===== src/rtl/feature_pkg.sv =====
// Shared constants, sqrt FSM encoding and magnitude helper for the feature pipeline.
package feature_pkg;

    localparam int unsigned MAG_W      = 16;
    localparam int unsigned SQRT_ITERS = 16;
    localparam int unsigned PIPE_LAT   = 20;

    typedef logic [1:0] sqrt_state_t;

    localparam sqrt_state_t SQRT_IDLE = 2'd0;
    localparam sqrt_state_t SQRT_RUN  = 2'd1;
    localparam sqrt_state_t SQRT_DONE = 2'd2;

    // |v| of a 16-bit two's-complement value; 17 bits so that |-32768| is exact.
    function automatic logic [MAG_W:0] abs17(input logic [MAG_W-1:0] v);
        return v[MAG_W-1] ? ({1'b0, ~v} + (MAG_W+1)'(1)) : {1'b0, v};
    endfunction

endpackage


===== src/rtl/isqrt32.sv =====
// Restoring bit-serial integer square root: floor(sqrt(32-bit)) in 16 fixed iterations.
module isqrt32
    import feature_pkg::*;
(
    input  logic        clk,
    input  logic        reset_n,
    input  logic        start,
    input  logic [31:0] radicand,
    output logic        busy,
    output logic        done,
    output logic [15:0] root
);

    sqrt_state_t state_d, state_q;
    logic [31:0] op_d, op_q;
    logic [17:0] rem_d, rem_q;
    logic [15:0] root_d, root_q;
    logic [3:0]  iter_d, iter_q;
    logic [19:0] rem_shift;
    logic [19:0] trial;

    always_comb begin
        state_d   = state_q;
        op_d      = op_q;
        rem_d     = rem_q;
        root_d    = root_q;
        iter_d    = iter_q;
        rem_shift = {rem_q, op_q[31:30]};
        trial     = {2'b00, root_q, 2'b01};
        case (state_q)
            SQRT_IDLE: begin
                if (start) begin
                    op_d    = radicand;
                    rem_d   = '0;
                    root_d  = '0;
                    iter_d  = '0;
                    state_d = SQRT_RUN;
                end
            end
            SQRT_RUN: begin
                op_d = {op_q[29:0], 2'b00};
                // Remainder never exceeds 2*root, so 18 bits always hold it.
                if (rem_shift >= trial) begin
                    rem_d  = 18'(rem_shift - trial);
                    root_d = {root_q[14:0], 1'b1};
                end else begin
                    rem_d  = rem_shift[17:0];
                    root_d = {root_q[14:0], 1'b0};
                end
                iter_d = iter_q + 4'd1;
                if (iter_q == 4'(SQRT_ITERS - 1)) begin
                    state_d = SQRT_DONE;
                end
            end
            SQRT_DONE: state_d = SQRT_IDLE;
            default:   state_d = SQRT_IDLE;
        endcase
    end

    always_ff @(posedge clk) begin
        if (reset_n) begin
            state_q <= SQRT_IDLE;
            op_q    <= '0;
            rem_q   <= '0;
            root_q  <= '0;
            iter_q  <= '0;
        end else begin
            state_q <= state_d;
            op_q    <= op_d;
            rem_q   <= rem_d;
            root_q  <= root_d;
            iter_q  <= iter_d;
        end
    end

    assign busy = (state_q != SQRT_IDLE);
    assign done = (state_q == SQRT_DONE);
    assign root = root_q;

endmodule


===== src/rtl/feature_pipeline.sv =====
// Accelerometer magnitude mean/std-dev extractor over 2**WINDOW_LOG2-sample windows.
// Optional FEATURE_ROUND_EN: round-to-nearest window mean instead of truncation.
module feature_pipeline
    import feature_pkg::*;
#(
    parameter int unsigned WINDOW_LOG2 = 5
) (
    input  logic        clk,
    input  logic        reset_n,
    input  logic        start,
    input  logic [15:0] accel_x,
    input  logic [15:0] accel_y,
    input  logic [15:0] accel_z,
    output logic [15:0] feature_mean,
    output logic [15:0] feature_std,
    output logic        feature_valid
);

    localparam int unsigned SUM_W = MAG_W + WINDOW_LOG2;
    localparam int unsigned SQ_W  = 2 * MAG_W + WINDOW_LOG2;

    logic [17:0]            mag_raw;
    logic [MAG_W-1:0]       mag_d, mag_q;
    logic                   mag_vld_d, mag_vld_q;

    logic [WINDOW_LOG2-1:0] cnt_d, cnt_q;
    logic [SUM_W-1:0]       sum_d, sum_q, sum_ext;
    logic [SQ_W-1:0]        sumsq_d, sumsq_q, sumsq_ext;
    logic [31:0]            mag_sq;
    logic [15:0]            snap_mean_d, snap_mean_q;
    logic [31:0]            snap_ex2_d, snap_ex2_q;
    logic                   snap_vld_d, snap_vld_q;

    logic [31:0]            mean_sq;
    logic [31:0]            var_d, var_q;
    logic                   var_vld_d, var_vld_q;
    logic [15:0]            mean_pend_d, mean_pend_q;

    logic                   sqrt_busy, sqrt_done;
    logic [15:0]            sqrt_root;

    logic [15:0]            feature_mean_d, feature_mean_q;
    logic [15:0]            feature_std_d, feature_std_q;
    logic                   feature_valid_d, feature_valid_q;

`ifdef FEATURE_ROUND_EN
    logic [SUM_W:0]         sum_rnd;
    logic [MAG_W:0]         snap_rnd_d, snap_rnd_q;
`endif

    always_comb begin
        mag_raw   = 18'(abs17(accel_x)) + 18'(abs17(accel_y)) + 18'(abs17(accel_z));
        mag_d     = (mag_raw[17:16] != 2'b00) ? '1 : mag_raw[15:0];
        mag_vld_d = start;
    end

    // Only the shifted window quantities are snapshotted; low bits are never needed later.
    always_comb begin
        mag_sq      = 32'(mag_q) * 32'(mag_q);
        sum_ext     = sum_q + SUM_W'(mag_q);
        sumsq_ext   = sumsq_q + SQ_W'(mag_sq);
        cnt_d       = cnt_q;
        sum_d       = sum_q;
        sumsq_d     = sumsq_q;
        snap_mean_d = snap_mean_q;
        snap_ex2_d  = snap_ex2_q;
        snap_vld_d  = 1'b0;
`ifdef FEATURE_ROUND_EN
        sum_rnd     = {1'b0, sum_ext} + (SUM_W+1)'(1 << (WINDOW_LOG2 - 1));
        snap_rnd_d  = snap_rnd_q;
`endif
        if (mag_vld_q) begin
            if (cnt_q == '1) begin
                snap_mean_d = 16'(sum_ext >> WINDOW_LOG2);
                snap_ex2_d  = 32'(sumsq_ext >> WINDOW_LOG2);
`ifdef FEATURE_ROUND_EN
                snap_rnd_d  = (MAG_W+1)'(sum_rnd >> WINDOW_LOG2);
`endif
                snap_vld_d  = 1'b1;
                sum_d       = '0;
                sumsq_d     = '0;
                cnt_d       = '0;
            end else begin
                sum_d   = sum_ext;
                sumsq_d = sumsq_ext;
                cnt_d   = cnt_q + 1'b1;
            end
        end
    end

    always_comb begin
        mean_sq     = 32'(snap_mean_q) * 32'(snap_mean_q);
        var_d       = var_q;
        mean_pend_d = mean_pend_q;
        var_vld_d   = snap_vld_q;
        if (snap_vld_q) begin
            var_d = (snap_ex2_q >= mean_sq) ? (snap_ex2_q - mean_sq) : '0;
`ifdef FEATURE_ROUND_EN
            mean_pend_d = snap_rnd_q[MAG_W] ? '1 : snap_rnd_q[MAG_W-1:0];
`else
            mean_pend_d = snap_mean_q;
`endif
        end
    end

    isqrt32 u_isqrt (
        .clk      (clk),
        .reset_n  (reset_n),
        .start    (var_vld_q & ~sqrt_busy),
        .radicand (var_q),
        .busy     (sqrt_busy),
        .done     (sqrt_done),
        .root     (sqrt_root)
    );

    always_comb begin
        feature_mean_d  = feature_mean_q;
        feature_std_d   = feature_std_q;
        feature_valid_d = sqrt_done;
        if (sqrt_done) begin
            feature_mean_d = mean_pend_q;
            feature_std_d  = sqrt_root;
        end
    end

    always_ff @(posedge clk) begin
        if (reset_n) begin
            mag_q           <= '0;
            mag_vld_q       <= 1'b0;
            cnt_q           <= '0;
            sum_q           <= '0;
            sumsq_q         <= '0;
            snap_mean_q     <= '0;
            snap_ex2_q      <= '0;
            snap_vld_q      <= 1'b0;
            var_q           <= '0;
            var_vld_q       <= 1'b0;
            mean_pend_q     <= '0;
            feature_mean_q  <= '0;
            feature_std_q   <= '0;
            feature_valid_q <= 1'b0;
`ifdef FEATURE_ROUND_EN
            snap_rnd_q      <= '0;
`endif
        end else begin
            mag_q           <= mag_d;
            mag_vld_q       <= mag_vld_d;
            cnt_q           <= cnt_d;
            sum_q           <= sum_d;
            sumsq_q         <= sumsq_d;
            snap_mean_q     <= snap_mean_d;
            snap_ex2_q      <= snap_ex2_d;
            snap_vld_q      <= snap_vld_d;
            var_q           <= var_d;
            var_vld_q       <= var_vld_d;
            mean_pend_q     <= mean_pend_d;
            feature_mean_q  <= feature_mean_d;
            feature_std_q   <= feature_std_d;
            feature_valid_q <= feature_valid_d;
`ifdef FEATURE_ROUND_EN
            snap_rnd_q      <= snap_rnd_d;
`endif
        end
    end

    assign feature_mean  = feature_mean_q;
    assign feature_std   = feature_std_q;
    assign feature_valid = feature_valid_q;

endmodule


===== config.mk =====
export PLATFORM = sky130hd
export DESIGN_NAME = feature_pipeline
export DESIGN_NICKNAME = d
export VERILOG_FILES = /design/src/rtl/feature_pkg.sv /design/src/rtl/isqrt32.sv /design/src/rtl/feature_pipeline.sv
export SDC_FILE = /design/constraint.sdc
export NUM_CORES = 2
export LEC_CHECK = 0
export CORE_UTILIZATION = 47
export CTS_BUF_LIST = sky130_fd_sc_hd__clkbuf_2 sky130_fd_sc_hd__clkbuf_4 sky130_fd_sc_hd__clkbuf_8
export CTS_CLUSTER_SIZE = 30
export DETAILED_ROUTE_END_ITERATION = 6
export GPL_TIMING_DRIVEN = 0
export PLACE_DENSITY = 0.73
export SLEW_MARGIN = 15
export SYNTH_ARGS = -nofsm -noshare
export SYNTH_HDL_FRONTEND = slang
export SYNTH_HIERARCHICAL = 1
export SYNTH_SLANG_ARGS = --single-unit

===== constraint.sdc =====
create_clock -name clk -period 11.13 [get_ports clk]
set_clock_uncertainty 0.05 [all_clocks]
set_input_delay 1.113 -clock clk [delete_from_list [all_inputs] [get_ports clk]]
set_output_delay 1.113 -clock clk [all_outputs]
set_load 0.03 [all_outputs]

==> flow_summary.html <==
<table>
<tr><th>Metric</th><th>Value</th></tr>
<tr><th colspan="2">CTS</th></tr>
<tr><td>Largest buffer count on any clock path</td><td>3</td></tr>
<tr><td>Cts-stage hold buffer count</td><td>0</td></tr>
<tr><td>Total number of clock tree sinks</td><td>about 280</td></tr>
<tr><td>CTS tree</td><td>yes</td></tr>
<tr><td>Htree depth</td><td>2</td></tr>
<tr><td>Post-CTS clock slew at the launch and capture registers of the worst setup and hold paths</td><td>~70 ps</td></tr>
<tr><td>Cells resized by post-CTS repair</td><td>0</td></tr>
<tr><td>Library cell used as clock root buffer</td><td>clkbuf_8</td></tr>
<tr><td>Buffers inserted during post-CTS setup optimization</td><td>0</td></tr>
<tr><td>Clock network latency to the later pin of the worst-skew pair</td><td>between 500 and 600 ps</td></tr>
<tr><td>Inserted Clock Buffers</td><td>44</td></tr>
<tr><th colspan="2">Timing</th></tr>
<tr><td>Fin. Hold Viols</td><td>0</td></tr>
<tr><td>Worst slew margin</td><td>a little over a third</td></tr>
<tr><td>Time the final worst path needs with I/O delays and setup</td><td>10030 ps</td></tr>
<tr><td>Count of final setup violators</td><td>0</td></tr>
<tr><td>Share of the clock period used by the worst path after layout</td><td>90.1%</td></tr>
<tr><td>RSZ-0062 raised after global routing</td><td>no</td></tr>
<tr><td>Transition time at the pin with the least slew margin</td><td>a little under 1000 ps</td></tr>
<tr><td>Setup Total Neg Slack</td><td>0 ps</td></tr>
<tr><td>Max-slew violation total from the final report</td><td>0</td></tr>
<tr><td>Achievable Freq</td><td>between 90 and 100 MHz</td></tr>
<tr><th colspan="2">Floorplanning</th></tr>
<tr><td>Core Region</td><td>between 60000 and 70000 µm²</td></tr>
<tr><td>Boundary Pins</td><td>84</td></tr>
<tr><td>Initial Utilization</td><td>47.8%</td></tr>
<tr><td>Area of the die</td><td>67000 µm²</td></tr>
<tr><td>Die Span X</td><td>roughly 260 µm</td></tr>
<tr><td>Die boundary height</td><td>259 µm</td></tr>
<tr><td>Number of placement rows</td><td>93</td></tr>
<tr><th colspan="2">Synth</th></tr>
<tr><td>Cell area after synthesis</td><td>between 30000 and 40000 µm²</td></tr>
<tr><td>Seq/Total Area, Yosys</td><td>a little under a fifth</td></tr>
<tr><td>Count of mapped cells out of synthesis</td><td>about 3500</td></tr>
<tr><td>Cell variety after synth</td><td>between 90 and 100</td></tr>
<tr><td>Count of flip-flops with a built-in enable after synthesis</td><td>0</td></tr>
<tr><td>Post-synthesis average cell area</td><td>8.74 µm²</td></tr>
<tr><td>Most used DFF post-synth</td><td>dfxtp_1</td></tr>
<tr><td>Synthesis Warnings</td><td>6</td></tr>
<tr><td>Ranking of synthesized cells by area</td><td>fa_1, dfxtp_1, ha_1</td></tr>
<tr><td>FF+latch count, synth</td><td>around 280</td></tr>
<tr><td>Post-synthesis cell type with the largest combined area</td><td>fa_1</td></tr>
<tr><td>Post-synth ARST share</td><td>0%</td></tr>
<tr><td>Share of Yosys cell area claimed by the top area cell type</td><td>around 24%</td></tr>
<tr><th colspan="2">Detailed routing</th></tr>
<tr><td>Routed Antenna Nets</td><td>0</td></tr>
<tr><td>Total number of vias</td><td>between 20000 and 25000</td></tr>
<tr><td>Number of search-and-repair iterations in the first detailed-routing pass</td><td>7</td></tr>
<tr><td>Vias per cell</td><td>between 5 and 6</td></tr>
<tr><td>Wire length per cell after detailed routing</td><td>17.7 µm</td></tr>
<tr><td>Routed WL</td><td>slightly above 80 mm</td></tr>
<tr><td>DR iter-0 viols</td><td>1792</td></tr>
<tr><td>DRC viols</td><td>0</td></tr>
<tr><th colspan="2">Placed design</th></tr>
<tr><td>Sum of net half-perimeters after detailed placement</td><td>~65 mm</td></tr>
<tr><td>Total of buffers placed on input and output ports</td><td>83</td></tr>
<tr><td>GP Congestion</td><td>about 0.95</td></tr>
<tr><th colspan="2">Global route</th></tr>
<tr><td>Maximum number of pins on one net before global-route repair</td><td>12</td></tr>
<tr><td>Combined global-route utilization of all metal layers</td><td>24.3%</td></tr>
<tr><td>Remaining global-route overflow</td><td>0</td></tr>
<tr><td>Number of antenna violations at the first check in global routing</td><td>1</td></tr>
<tr><td>Via count of the first global-routing pass</td><td>between 20000 and 25000</td></tr>
<tr><td>Global-route wire length before repair</td><td>130 mm</td></tr>
<tr><th colspan="2">Hold path</th></tr>
<tr><td>Class of the tightest hold or removal check</td><td>reg2reg</td></tr>
<tr><td>Hold path start</td><td>sumsq_q[28]</td></tr>
<tr><th colspan="2">Critical path</th></tr>
<tr><td>Type of element launching the critical path</td><td>flip-flop</td></tr>
<tr><td>Buffering stage count on the worst path with inverters included</td><td>7</td></tr>
<tr><td>Worst path most repeated cell</td><td>fa_1</td></tr>
<tr><td>Origin of the critical flop-to-flop path</td><td>snap_mean_q[4]</td></tr>
<tr><td>Gate family responsible for the most delay along the worst path</td><td>adder cells</td></tr>
<tr><td>Critical path data required time</td><td>roughly 12000 ps</td></tr>
<tr><td>Cell with the largest stage delay on the worst path</td><td>clkbuf_1</td></tr>
<tr><td>Crit path DAT</td><td>approximately 10000 ps</td></tr>
<tr><td>First element of the critical path</td><td>snap_mean_q[4]</td></tr>
<tr><td>Category of the most critical setup path</td><td>reg2reg</td></tr>
<tr><td>Critical path's largest stage delay</td><td>roughly 750 ps</td></tr>
<tr><td>Crit. End Element</td><td>flip-flop</td></tr>
<tr><td>Maximum fanout along the worst path</td><td>10</td></tr>
<tr><th colspan="2">Cells and area</th></tr>
<tr><td>Reg area</td><td>~5700 µm²</td></tr>
<tr><td>Number of nets in the final layout</td><td>4400</td></tr>
<tr><td>Top library cells by usage in the layout, fill and taps aside</td><td>inv_1, fa_1, ha_1</td></tr>
<tr><td>Core occupancy in the finished layout</td><td>a little over half</td></tr>
<tr><td>Count of filler cells inserted in the layout</td><td>between 6000 and 7000</td></tr>
<tr><td>Fraction of final layout cells with drive strength greater than 1</td><td>between 3 and 4%</td></tr>
<tr><td>Most common cell after layout, fill and taps aside</td><td>inv_1</td></tr>
<tr><td>Post-synthesis to final-layout area growth</td><td>9.21%</td></tr>
<tr><td>Multi-input logic area</td><td>about 22000 µm²</td></tr>
<tr><th colspan="2">Run</th></tr>
<tr><td>Reported max-cap violation count</td><td>0</td></tr>
<tr><th colspan="2">Outcome</th></tr>
<tr><td>Run status</td><td>finished, final reports clean</td></tr>
</table>
==> synthesized netlist by cell type, drive strengths merged (14+ instances only) <==
| library cell | count |
|---|---|
| inv | 622 |
| fa | 374 |
| ha | 299 |
| dfxtp | 283 |
| nand2 | 269 |
| nor2 | 258 |
| a21oi | 152 |
| o21ai | 136 |
| clkbuf | 116 |
| xnor2 | 110 |
| and2 | 101 |
| mux2i | 83 |
| nand3 | 65 |
| a21o | 60 |
| xor2 | 56 |
| a22o | 51 |
| nor2b | 48 |
| a211oi | 43 |
| nand2b | 42 |
| nor3 | 37 |
| a22oi | 27 |
| o21a | 26 |
| o31ai | 24 |
| a31oi | 22 |
| and3 | 20 |
| buf | 19 |
| or2 | 15 |
| or3 | 15 |
| o21bai | 14 |
==> sequential cells by signal, summed over array words and instances, names as in the netlist, 18 cells and up <==
name	count
sumsq_q	37
snap_ex2_q	32
u_isqrt/op_q	32
var_q	32
sum_q	21
u_isqrt/rem_q	18
==> kinds of logic after synthesis <==
| logic type | synth area share [%] |
|---|---|
| compound gates | 14.4 |
| fa+ha+maj | 36.2 |
| simple gates | 14.4 |
| buf+inv | 9.26 |
| xor+xnor | 4.69 |
| flops | 18.3 |
| mux | 2.75 |
| other cells | 0.0121 |
==> routing by layer <==
layer / vias to the layer above / global-route usage [%] / part of all wire (%)
li1: 11900 / - / -
met1: 12100 / 32.3 / 44
met2: 790 / 40.4 / 47
met3: 164 / 3.71 / 6.3
met4: 0 / 8.23 / 3.2
met5: - / 0 / 0
==> cell type report <==
type	count	area share, %
multi-input combinational	2507	66.4
sequential	283	16.7
inverter	622	6.90
tap	855	3.16
clock buffer	69	2.51
timing repair buffer	83	2.46
buffer	135	1.58
clock inverter	7	0.270
antenna	2	0.0148
==> worst reg2reg max path: cells and delay by family, from the launching register on <==
family          cells  cell delay (ps)
compound gates      9             1940
xor+xnor            1              130
fa+ha+maj           8             3850
buf+inv             7             2200
flops               1              490
simple gates        5             1280
==> stage by stage <==
stage               worst slack (ps)  area [µm²]  std cells  hold WS (ps)
floorplan                       3230       31000       3547           375
global placement                1460       32900       4485           389
detailed placement              1290       32900       4485           396
CTS                             1260       33800       4561           407
global route                     641       33800       4562           436
finish                          1100       33800       4563           406
==> final timing paths <==
check           endpoint  cells after the start  slack, ps
max reg2reg    var_q[27]                     30       1100
min reg2reg  sumsq_q[28]                      2        410
min          sumsq_q[28]                      2        410
max            var_q[27]                     30       1100
Power is not shown: default switching activity piles up to over one toggle a cycle in this logic, so the estimate is an artifact.
